===== src/rtl/l1d_ewrq_wb_tx.sv =====
// L1D eviction write-back drain: pops EWRQ entries and serialises them as NoC packets
// (header flit plus line beats when dirty), tracking un-acked write-backs up to MAX_OUT.
module l1d_ewrq_wb_tx #(
  parameter int unsigned FLIT_W  = 128,
  parameter logic [3:0]  SRC_ID  = 4'd0,
  parameter int unsigned MAX_OUT = 4
) (
  input  logic              clk,
  input  logic              rst,
  input  logic              deq_vld_i,
  input  logic [15:0]       deq_meta_i,
  input  logic [511:0]      deq_data_i,
  output logic              deq_rdy_o,
  output logic              flit_vld_o,
  output logic [FLIT_W-1:0] flit_o,
  output logic              flit_last_o,
  input  logic              flit_rdy_i,
  input  logic              ack_vld_i,
  output logic [3:0]        out_cnt_o,
  output logic              busy_o
);

  localparam int unsigned NBEATS = 512 / FLIT_W;
  localparam int unsigned BeatW  = (NBEATS > 1) ? $clog2(NBEATS) : 1;
  localparam logic [BeatW-1:0] LastBeat = BeatW'(NBEATS - 1);

  localparam logic [1:0] MesiI = 2'b00;
  localparam logic [1:0] MesiM = 2'b11;
  localparam logic [1:0] TypeDirty = 2'b01;
  localparam logic [1:0] TypeClean = 2'b10;

  typedef enum logic [1:0] {StIdle, StHdr, StData} state_e;

  state_e             state_q, state_d;
  logic               dirty_q, dirty_d;
  logic [511:0]       data_q, data_d;
  logic [BeatW-1:0]   beat_q, beat_d;
  logic [FLIT_W-1:0]  flit_q, flit_d;
  logic               flit_vld_q, flit_vld_d;
  logic               flit_last_q, flit_last_d;
  logic [3:0]         out_cnt_q, out_cnt_d;

  logic              deq_fire;
  logic              hdr_fire;
  logic              ack_take;
  logic [1:0]        deq_mesi;
  logic [FLIT_W-1:0] hdr_flit;

  assign deq_mesi  = deq_meta_i[15:14];
  assign deq_rdy_o = (state_q == StIdle) && (32'(out_cnt_q) < MAX_OUT);
  assign deq_fire  = deq_vld_i && deq_rdy_o;
  assign hdr_fire  = (state_q == StHdr) && flit_rdy_i;
  // Acks with nothing outstanding are spurious and dropped.
  assign ack_take  = ack_vld_i && (out_cnt_q != 4'd0);

  always_comb begin
    hdr_flit = '0;
    hdr_flit[FLIT_W-1 -: 2] = (deq_mesi == MesiM) ? TypeDirty : TypeClean;
    hdr_flit[FLIT_W-3 -: 4] = SRC_ID;
    hdr_flit[13:0]          = deq_meta_i[13:0];
  end

  always_comb begin
    state_d     = state_q;
    dirty_d     = dirty_q;
    data_d      = data_q;
    beat_d      = beat_q;
    flit_d      = flit_q;
    flit_vld_d  = flit_vld_q;
    flit_last_d = flit_last_q;
    unique case (state_q)
      StIdle: begin
        if (deq_fire && (deq_mesi != MesiI)) begin
          dirty_d     = (deq_mesi == MesiM);
          data_d      = deq_data_i;
          flit_d      = hdr_flit;
          flit_last_d = (deq_mesi != MesiM);
          flit_vld_d  = 1'b1;
          state_d     = StHdr;
        end
      end
      StHdr: begin
        if (flit_rdy_i) begin
          if (dirty_q) begin
            // Line is shifted down so the next beat is always in the low slice.
            beat_d      = '0;
            flit_d      = data_q[FLIT_W-1:0];
            data_d      = data_q >> FLIT_W;
            flit_last_d = (LastBeat == '0);
            state_d     = StData;
          end else begin
            flit_d      = '0;
            flit_last_d = 1'b0;
            flit_vld_d  = 1'b0;
            state_d     = StIdle;
          end
        end
      end
      StData: begin
        if (flit_rdy_i) begin
          if (beat_q == LastBeat) begin
            flit_d      = '0;
            flit_last_d = 1'b0;
            flit_vld_d  = 1'b0;
            state_d     = StIdle;
          end else begin
            beat_d      = beat_q + 1'b1;
            flit_d      = data_q[FLIT_W-1:0];
            data_d      = data_q >> FLIT_W;
            flit_last_d = (beat_d == LastBeat);
          end
        end
      end
      default: begin
        flit_vld_d = 1'b0;
        state_d    = StIdle;
      end
    endcase
  end

  always_comb begin
    out_cnt_d = out_cnt_q;
    if (hdr_fire && !ack_take) begin
      out_cnt_d = out_cnt_q + 4'd1;
    end else if (!hdr_fire && ack_take) begin
      out_cnt_d = out_cnt_q - 4'd1;
    end
  end

  always_ff @(posedge clk) begin
    if (rst) begin
      state_q     <= StIdle;
      dirty_q     <= 1'b0;
      beat_q      <= '0;
      flit_q      <= '0;
      flit_vld_q  <= 1'b0;
      flit_last_q <= 1'b0;
      out_cnt_q   <= 4'd0;
    end else begin
      state_q     <= state_d;
      dirty_q     <= dirty_d;
      beat_q      <= beat_d;
      flit_q      <= flit_d;
      flit_vld_q  <= flit_vld_d;
      flit_last_q <= flit_last_d;
      out_cnt_q   <= out_cnt_d;
    end
  end

  // Line buffer needs no reset; it is only read after being loaded on a pop.
  always_ff @(posedge clk) begin
    data_q <= data_d;
  end

  assign flit_vld_o  = flit_vld_q;
  assign flit_o      = flit_q;
  assign flit_last_o = flit_last_q;
  assign out_cnt_o   = out_cnt_q;
  assign busy_o      = (state_q != StIdle) || (out_cnt_q != 4'd0);

endmodule


===== config.mk =====
export PLATFORM = sky130hd
export DESIGN_NAME = l1d_ewrq_wb_tx
export DESIGN_NICKNAME = d
export VERILOG_FILES = /design/src/rtl/l1d_ewrq_wb_tx.sv
export SDC_FILE = /design/constraint.sdc
export NUM_CORES = 1
export LEC_CHECK = 0
export ABC_AREA = 1
export CELL_PAD_IN_SITES_DETAIL_PLACEMENT = 2
export CELL_PAD_IN_SITES_GLOBAL_PLACEMENT = 2
export CORE_MARGIN = 8
export CORE_UTILIZATION = 40
export CTS_CLUSTER_DIAMETER = 150
export DETAILED_ROUTE_END_ITERATION = 10
export DONT_BUFFER_PORTS = 1
export PLACE_DENSITY_LB_ADDON = 0.1
export SYNTH_ARGS = -nofsm -noshare
export SYNTH_HDL_FRONTEND = slang
export SYNTH_SLANG_ARGS = --single-unit

===== constraint.sdc =====
create_clock -name clk -period 99.4 [get_ports clk]
set_input_delay 24.85 -clock clk [delete_from_list [all_inputs] [get_ports clk]]
set_output_delay 24.85 -clock clk [all_outputs]
set_load 0.01 [all_outputs]

# After elaboration in Yosys (flattened, before gate mapping)
# Index checks and enable logic that the tools add are counted.
# totals
ff_bits	651
input_bits	533
out_inout_bits	136
word_cells	85
# classes
n_eq_ne	13
add_sub_neg	3
reduce_logical	23
magnitude_cmp	1
mux	37
# ops
op	count
two-way mux 512 bit	5
case mux 512 bit (3 select lines)	1
two-way mux 128 bit	5
case mux 128 bit (3 select lines)	1
two-way mux 2 bit	10
inequality test 2 bit, second input constant	7
AND reduction 5 bit	2
two-way mux 1 bit	9
equality test 2 bit, second input constant	4
two-way mux 4 bit	2
AND reduction 4 bit	2
nonzero test 2 bit	4
logical AND 1 bit	7
case mux 1 bit (3 select lines)	2
case mux 2 bit (3 select lines)	1
AND reduction 6 bit	1
adder 4 x 1 -> 4 bit, second input constant	1
< comparator 4 x 3 -> 1 bit, second input constant	1
case mux 2 bit (2 select lines)	1
nonzero test 4 bit	1
subtractor 4 x 1 -> 4 bit, second input constant	1
nonzero test 3 bit	1
adder 2 x 1 -> 2 bit, second input constant	1
equality test 2 x 1 -> 1 bit, second input constant	1
other kinds (5)	6

# Logic depth before layout (Yosys ltp)
# Gate-level depths: netlist (run 1).
# logic_depth
ltp_word	6
depth_mapped	12
mapped_depth_nobuf	12

# Least setup slack after synthesis (run 1)
# No wires, ideal clock.
# synth_path
path_type	input-to-reg
start	input deq_meta_i[14]
end	register data_q[0] (enable)
required_ns	97.384
setup_slack_ns	37.594
arrival_ns	59.789
path_buffers	1
setup_ns	2.016
stages	7
cell_sequence	inv_1 > nand2_1 > nand4_1 > nand2_2 > buf_2 > nand2_1 > nor3_1
# synth_between
elab_chain_cells	4
# synth_lines
element	line	source
start: declaration	11	input logic [15:0] deq_meta_i,
nonzero test 2 bit	73	if (deq_fire && (deq_mesi != MesiI)) begin
logical AND 1 bit	73	
inequality test 2 x 1 -> 1 bit (no line)	--	
AND reduction 6 bit (no line)	--	
end signal: assignment	152	data_q <= data_d;
end: declaration	36	logic [511:0] data_q, data_d;
# Every way passes these cells.
# A chain may end at the register's enable or synchronous reset.

# Worst setup path in the final report (run 1)
# layout_path
start	input deq_meta_i[14]
end	register data_q[366] (enable)
# Same word-level chain as after synthesis.

==> results of run 1 <==
-- critical path: cells and delay by family --
kind | cells | cell delay (ps)
buffers and inverters | 4 | 2230
and+or+nand+nor | 5 | 1340
-- where the power goes --
part / switching [mW] / leakage (nW) / internal [mW]
clock network: 0.114 / 1.16 / 0.158
registers: 0.0742 / 5.99 / 0.517
logic: 0.411 / 7.39 / 0.125
total: 0.599 / 14.5 / 0.799
-- cell type report --
| cell class | instances | area share |
|---|---|---|
| antenna | 25 | 0.00196 |
| clock buffer | 109 | 0.0657 |
| clock inverter | 31 | 0.00878 |
| inverter | 438 | 0.0519 |
| multi-input combinational | 2030 | 0.260 |
| sequential | 651 | 0.569 |
| tap | 950 | 0.0372 |
| timing repair buffer | 19 | 0.00525 |
-- flip-flops by register name, indices dropped and copies added, names as in the netlist --
signal / count
dirty_q: 1
data_q: 512
flit_o: 128
flit_vld_o: 1
flit_last_o: 1
beat_q: 2
out_cnt_o: 4
state_q: 2
-- path summary, 6_finish.rpt --
| path | start | to | cells after the start |
|---|---|---|---|
| max | deq_meta_i[14] | data_q[366] | 9 |
| min | data_q[314] | data_q[186] | 2 |
| max reg2reg | state_q[0] | data_q[366] | 10 |
| min reg2reg | data_q[314] | data_q[186] | 2 |
-- per-stage QoR --
| stage | hold slack (ps) | worst slack (ps) | util | cells |
|---|---|---|---|---|
| after floorplan | 463 | 37590 | - | 3318 |
| after global placement | 500 | 70240 | 0.412 | 4088 |
| after detailed placement | 508 | 70080 | 0.412 | 4088 |
| after CTS | 501 | 70740 | 0.445 | 4228 |
| after global routing | 539 | 70450 | 0.446 | 4250 |
| final | 499 | 70780 | 0.446 | 4253 |
-- cell usage in the layout, fill, tap and decap left out --
cell type and count:
o21ai_0 6, nor3_1 1, inv_4 2, buf_4 17, clkinv_8 2, inv_6 3
xnor2_1 1, buf_12 2, xor2_1 3, diode_2 25, nor3_2 1, inv_8 1
fa_1 1, nand2_4 3, a21oi_1 21, nand2_1 1449, o211ai_1 1, clkinv_4 1
inv_1 435, nor2_1 282, ha_4 1, clkinv_1 10, clkbuf_16 77, edfxtp_1 512
nand4_1 131, clkbuf_8 5, clkbuf_1 27, bufinv_16 4, nand3_4 1, ha_1 8
clkinv_2 11, dfxtp_1 139, nand3_1 120
-- cells by family after synthesis --
| logic type | Yosys count | share of synthesized area |
|---|---|---|
| AND/OR/NAND/NOR | 1988 | 0.274 |
| flip-flops | 651 | 0.626 |
| buffers and inverters | 637 | 0.0887 |
| AO/OA/AOI/OAI | 28 | 0.00492 |
| adder cells (fa/ha/maj) | 10 | 0.00457 |
| XOR/XNOR | 4 | 0.00121 |
-- per-layer routing --
layer,up-vias,routed length (um),GRT usage
li1,10200,-,-
met1,10600,37000,0.258
met2,536,51900,0.422
met3,190,6510,0.0678
met4,14,4630,0.108
met5,-,82,0
==> impl_results.md, run 1 <==
* Run status: finished, final reports clean
* Slowest stage delay, CP at 880 ps
* Sequential area share after synthesis at 0.626
* Clock latency on the worst-skew pair at 620 ps
* Congestion Overflow GR at 0
* Multi-input logic area at 8310 um^2
* Synth unique cells at 23
* Total track usage at 0.236
* Dpl cell area at 29500 um^2
* Post-route ant nets at 0
* Buffers on Ports at 0
* Post_cts resized at 0
* Register area at about 18000 um^2
* Initial antenna violation count at 32
* Max-slew violations at 0
* Final setup fails at 0
* First-pass GRT wire length at 148000 um
* Reg2reg setup slack at approximately 94000 ps
* Fillers at 7837
* Worst path cell trace: inv_1 > nand2_1 > nand4_1 > nand2_4 > nand2_1 > nor3_2 > buf_12 > buf_12 > buf_4
* Startpoint types: primary input
* Root Driver: clkbuf_16
* Share of cells above drive strength 1 at 0.0400
* Worst path required time at around 100000 ps
* Max_cap viols at 0
* IO Count at 669
* Die Width at between 200 and 300 um
* FMAX at 34.9 MHz
* Async SR Flop Fraction at 0
* CTS tree: yes
* Synthesis-to-finish area growth at 10.1%
* Cell Rows at 98
* Area leader, netlist: edfxtp_1
* Starting Density at 0.405
* Worst-margin pin slew at 1210 ps
* Fin. Hold Viols at 0
* Main synth FF type: edfxtp_1
* Vias/cell at 5.06
* Die ar. at 81300 um^2
* Longest Clk Path Bufs at 3
* Clock transition at path regs at 60 ps
* TritonCTS buffer count at 75
* Post-synth top cells: nand2_1, edfxtp_1, inv_1, nor2_1, dfxtp_1
* H-tree levels at 3
* Die Y at 285 um
* Top-count cell post-synth: nand2_1
* Vias in the first global route at 23900
* P_leak at 14.5 nW
* CTS Hold Bufs at 0
* CP Class: primary input to flip-flop
* Setup bufs post-CTS at 0
* Final Cycle Share at 0.288
* Core box area at ~72000 um^2
* CP endpoint kind: flip-flop
* Synth area leaders: edfxtp_1, nand2_1, dfxtp_1, inv_1, nor2_1
* Worst Skew at 27.8 ps
* Synth Register Bits at roughly 650
* DRT Pass-1 Iters at 7
* Crit-path slowest cell: buf_4
* Synth Warn # at 0
* Setup TNS at 0 ps
* Synthesized Nets at 3861
* Hold Crit Class: flip-flop to flip-flop
* Post-synth EDFFs at 512
* Routability cong. at 0.821
* Slew headroom at 0.195
* Worst Path Max Fanout at approximately 180
* Syn Inst Count at 3318
* DR DRC count at 0
* Critical Path AT at between 20000 and 30000 ps
* Nets at 3758
* Largest net degree at the start of global routing at 184
* Syn avg cell area at 8.74 um^2
* Peak supply drop at around 0.033 mV
* Final WL at 100000 um
* Power, Total at around 1.4 mW
* Design Area, Final at about 32000 um^2
* Pwr dens at 43.8 nW/um^2
* Detailed-placement wirelength estimate at 69600 um
* Min cycle time layout at 28620 ps
* Via count at around 22000
* Area share of the largest cell type after synthesis at 0.530
* Iteration-0 DRC Markers at 1209
* Clk sinks at approximately 650
* WL/cell at 23.5 um
* Synthesized cell area at a little under 30000 um^2
* Unrepaired setup endpoints after global routing: false
No activity file was read; power rests on OpenSTA's default activity.
==> run 2, diff against run 1 <==
--- a/config.mk
+++ b/config.mk
@@ -9,7 +9,7 @@
 export CELL_PAD_IN_SITES_DETAIL_PLACEMENT = 2
 export CELL_PAD_IN_SITES_GLOBAL_PLACEMENT = 2
 export CORE_MARGIN = 8
-export CORE_UTILIZATION = 40
+export CORE_UTILIZATION = 38
 export CTS_CLUSTER_DIAMETER = 150
 export DETAILED_ROUTE_END_ITERATION = 10
 export DONT_BUFFER_PORTS = 1
==> constraint.sdc (replaced) <==
create_clock -name clk -period 27.6 [get_ports clk]
set_input_delay 6.9 -clock clk [delete_from_list [all_inputs] [get_ports clk]]
set_output_delay 6.9 -clock clk [all_outputs]
set_load 0.01 [all_outputs]
==> run 2 against run 1 <==
The run now ends with slew limit left. Critical endpoint is now data_q[340]. Design area up 0.25%. Die area increased by 5.0%. Cell count up 0.35%.
==> impl_results.md, run 2 (synthesis results as in run 1) <==
* Switch Pwr at 2.14 mW
* P_int at 2.90 mW
* Routability cong. at 0.809
* Multi-input logic area at 8310 um^2
* Final setup fails at 0
* Setup crit end: data_q[340]
* Commonest non-fill, non-tap cells in the layout: nand2_1, edfxtp_1, inv_1
* Final WL at between 90000 and 100000 um
* Die Width at 292 um
* Clock power share at 0.197
* Nets at 3755
* Unrepaired setup endpoints after global routing: false
* Final Cycle Share at 0.363
* Fillers at 8224
* Register area at 18200 um^2
* Core Util, Final at 0.423
* Setup bufs post-CTS at 0
* Clk sinks at 651
* Fin. Hold Viols at 0
* Power, Total at 5.04 mW
* IO Count at 669
* Worst Path Max Fanout at 206
* Largest net degree at the start of global routing at around 270
* Initial antenna violation count at 24
* FMAX at 99.9 MHz
* Core box area at 75700 um^2
* Worst Skew at 24.9 ps
* Reg2reg start: state_q[0]
* Seq pwr share at 0.422
* Setup TNS at 0 ps
* Buffers on Ports at 0
* Register-to-Register Path Depth at 9
* Min cycle time layout at 10010 ps
* Post_cts resized at 0
* First-pass GRT wire length at ~140000 um
* CTS Hold Bufs at 0
* Hold slack at 517 ps
* Die ar. at 85400 um^2
* Iteration-0 DRC Markers at 1075
* Congestion Overflow GR at 0
* TritonCTS buffer count at 76
* Run status: complete, but fails checks
* Share of cells above drive strength 1 at 0.0394
* Sw frac at 0.425
* Reg-to-Reg End: data_q[340]
* Post-route ant nets at 0
* Pwr dens at 158 nW/um^2
* Max reg flops at 512
* Clock transition at path regs at ~60 ps
* Synthesis-to-finish area growth at 10.4%
* Longest Clk Path Bufs at 3
* P_leak at 14.6 nW
* Vias/cell at 4.98
* Peak supply drop at 0.176 mV
* Worst-margin pin slew at 1600 ps
* Via count at 21300
* Slew headroom at -0.0675
* CP endpoint kind: flip-flop
* Critical Path AT at 10240 ps
* H-tree levels at 3
* Startpoint types: primary input
* Clock latency on the worst-skew pair at 620 ps
* Detailed-placement wirelength estimate at roughly 68000 um
* Comb pwr share at 0.381
* Starting Density at 0.383
* Reg with most FFs: data_q
* Commonest non-fill, non-tap cell in the layout: nand2_1
* Root Driver: clkbuf_16
* CTS tree: yes
* CP Class: primary input to flip-flop
* DRT Pass-1 Iters at 5
* Vias in the first global route at 23600
* DR DRC count at 0
* Die Y at between 200 and 300 um
* Violated checks: slew limit
* Worst path required time at 27830 ps
* Setup crit start: deq_meta_i[14]
* Max_cap viols at 0
* Max-slew violations at 123
* Hold Crit Class: flip-flop to flip-flop
* Reg2reg setup slack at around 23000 ps
* WL/cell at 22.9 um
* Cell Rows at ~100
* Total track usage at 0.220
-- run 2: changes by cell type in the layout (fill, tap and decap cells not counted), sizes merged --
cell	previous run	this run
clkinvlp	0	1
inv	441	442
buf	19	15
clkinv	24	16
diode	25	17
bufinv	4	5
clkbuf	109	113
-- run 2: layout make-up --
| class | instances | share of cell area |
|---|---|---|
| sequential | 651 | 0.567 |
| multi-input combinational | 2030 | 0.260 |
| clock buffer | 113 | 0.0660 |
| inverter | 438 | 0.0518 |
| tap | 978 | 0.0382 |
| clock inverter | 26 | 0.0103 |
| timing repair buffer | 15 | 0.00508 |
| antenna | 17 | 0.00133 |
-- run 2: worst min path at each step --
| stage | start | endpoint | slack (ps) | depth (start not counted) |
|---|---|---|---|---|
| after floorplan | dirty_q | dirty_q | 460 | 2 |
| after global placement | data_q[418] | data_q[290] | 500 | 2 |
| after detailed placement | data_q[502] | data_q[374] | 510 | 2 |
| after CTS | data_q[315] | data_q[187] | 520 | 2 |
| after global routing | data_q[182] | data_q[54] | 540 | 2 |
| final | data_q[415] | data_q[287] | 520 | 2 |
-- run 2: power by group through the flow --
stage	registers [mW]	logic, mW	clock network (mW)
3_3_place_gp	2.13	1.85	0
3_5_place_dp	2.16	1.96	0
6_report	2.13	1.92	0.994
5_1_grt	2.18	2.20	1.06
2_1_floorplan	2.25	1.42	0
4_1_cts	2.14	1.98	1.03
-- run 2: metrics by stage --
| step | cell area [um^2] | setup WS (ps) | cells |
|---|---|---|---|
| 2_1_floorplan | 29000 | 7510 | 3318 |
| 3_3_place_gp | 29500 | 17060 | 4112 |
| 3_5_place_dp | 29500 | 16940 | 4112 |
| 4_1_cts | 32000 | 17580 | 4251 |
| 5_1_grt | 32000 | 17310 | 4265 |
| 6_report | 32000 | 17590 | 4268 |
-- run 2: critical path, cell delays in order --
cell	delay (ps)
inv_1	30
nand2_1	160
nand4_1	230
nand2_4	560
nand2_1	200
nor3_4	220
buf_12	790
buf_4	900
-- run 2: routing by layer --
layer | up-vias | share of wire | GRT usage
li1 | 10200 | - | -
met1 | 10400 | 0.37 | 0.238
met2 | 523 | 0.52 | 0.397
met3 | 164 | 0.078 | 0.0737
met4 | 14 | 0.035 | 0.0821
met5 | - | 0.00083 | 0
==> run 3, diff against run 2 <==
==> constraint.sdc (replaced) <==
create_clock -name clk -period 9.97 [get_ports clk]
set_input_delay 2.4925 -clock clk [delete_from_list [all_inputs] [get_ports clk]]
set_output_delay 2.4925 -clock clk [all_outputs]
set_load 0.01 [all_outputs]
==> run 3 against run 2 <==
The flow now finishes without violations. Clock skew fell by 6.2 ps. Highest routed layer unchanged. Clock-buffer cell count fell by 6. Cell count rose by 0.40%. Largest power group unchanged.
==> impl_results.md, run 3 (synthesis results as in run 1) <==
* Run status: finished, final reports clean
* CP endpoint kind: flip-flop
* Post-layout worst setup margin at approximately 4800 ps
* Post-route ant nets at 0
* Unrepaired setup endpoints after global routing: false
* Startpoint types: primary input
* Reg-to-Reg End: data_q[105]
* Core box area at 75700 um^2
* Clk sinks at 651
* Post_cts resized at 0
* Critical Path AT at 5350 ps
* Peak supply drop at 0.479 mV
* Worst-margin pin slew at approximately 1300 ps
* DR DRC count at 0
* Root Driver: clkbuf_16
* Clock transition at path regs at about 60 ps
* Setup slack at placement at 4230 ps
* P_leak at 14.6 nW
* Die Width at 292 um
* Hold slack at 517 ps
* Largest net degree at the start of global routing at 250
* TritonCTS buffer count at 76
* Final Cycle Share at 0.515
* Starting Density at 0.383
* Nets at between 3000 and 4000
* IO Count at 669
* Max_cap viols at 0
* H-tree levels at 3
* Worst Skew at 18.7 ps
* Reg with most FFs: data_q
* Hold endpoint: data_q[255]
* Initial antenna violation count at 37
* Cell Rows at between 100 and 150
* Commonest non-fill, non-tap cells in the layout: nand2_1, edfxtp_1, inv_1
* Congestion Overflow GR at 0
* Min cycle time layout at 5130 ps
* Hold_sp: data_q[383]
* Register-to-Register Path Depth at 9
* First-pass GRT wire length at 147000 um
* Reg2reg setup slack at between 5000 and 6000 ps
* Detailed-placement wirelength estimate at a little under 70000 um
* Final WL at between 90000 and 100000 um
* Final setup fails at 0
* FMAX at between 150 and 200 MHz
* Total track usage at 0.223
* Worst path required time at 10190 ps
* Reg2reg start: state_q[0]
* CTS Hold Bufs at 0
* Hold Crit Depth at 2
* Slew headroom at 0.136
* Setup bufs post-CTS at 0
* Max reg flops at between 500 and 600
* Max-slew violations at 0
* Buffers on Ports at 0
* CTS tree: yes
* Longest Clk Path Bufs at 3
* Pwr dens at 438 nW/um^2
* Routability cong. at 0.822
* Power, Total at 14.1 mW
* Share of cells above drive strength 1 at 0.0424
* Clock latency on the worst-skew pair at 620 ps
* Commonest non-fill, non-tap cell in the layout: nand2_1
* Die ar. at 85400 um^2
* Synthesis-to-finish area growth at 10.9%
* Worst Path Max Fanout at 152
* Vias/cell at about 5
* Vias in the first global route at 23600
* Fin. Hold Viols at 0
* Hold Crit Class: flip-flop to flip-flop
* Die Y at 292 um
* WL/cell at 23.1 um
* DRT Pass-1 Iters at 5
* Via count at between 20000 and 25000
* CP Class: primary input to flip-flop
* Iteration-0 DRC Markers at ~1200
run 3: final cells by class:
cell class                 instances  area, um^2
clock inverter                    32         417
clock buffer                     107        2110
fill                            8328       43500
inverter                         438        1660
tap                              978        1220
timing repair buffer              18         185
multi-input combinational       2030        8320
sequential                       651       18200
antenna                           31        77.6
run 3: power breakdown:
group	leakage [nW]	internal, mW	switching [mW]
Clock	1.23	1.71	1.13
Combinational	7.39	1.27	4.10
Sequential	5.99	5.15	0.720
run 3: metal layers:
metal / vias up / track usage / wire length [um]
li1: 10200 / - / -
met1: 10500 / 0.246 / 36700
met2: 535 / 0.389 / 50300
met3: 175 / 0.0703 / 7730
met4: 4 / 0.105 / 4140
met5: - / 0 / 32
run 3: worst max path at each step:
stage | start | end | slack (ps) | depth (start not counted)
2_1_floorplan | deq_meta_i[15] | data_q[0] | -5610 | 7
3_3_place_gp | deq_meta_i[15] | data_q[150] | 4320 | 8
3_5_place_dp | deq_meta_i[15] | data_q[150] | 4230 | 8
4_1_cts | deq_meta_i[15] | data_q[151] | 4890 | 8
5_1_grt | deq_meta_i[15] | data_q[23] | 4660 | 8
6_report | deq_meta_i[15] | data_q[105] | 4840 | 8
run 3: critical path: stages:
cell and delay, ps:
inv_8 10, nand2_2 40, nand4_1 190, nand2_4 680, nand2_4 80, nor3_4 510, buf_4 460, buf_12 490
run 3: stage by stage:
step / area (um^2) / setup TNS, ps / util / std cells
final: 32200 / 0 / 0.425 / 4285
after global routing: 32100 / 0 / 0.425 / 4281
after CTS: 32100 / 0 / 0.424 / 4254
after detailed placement: 29600 / 0 / 0.390 / 4115
after global placement: 29600 / 0 / 0.390 / 4115
after floorplan: 29000 / -2871260 / - / 3318
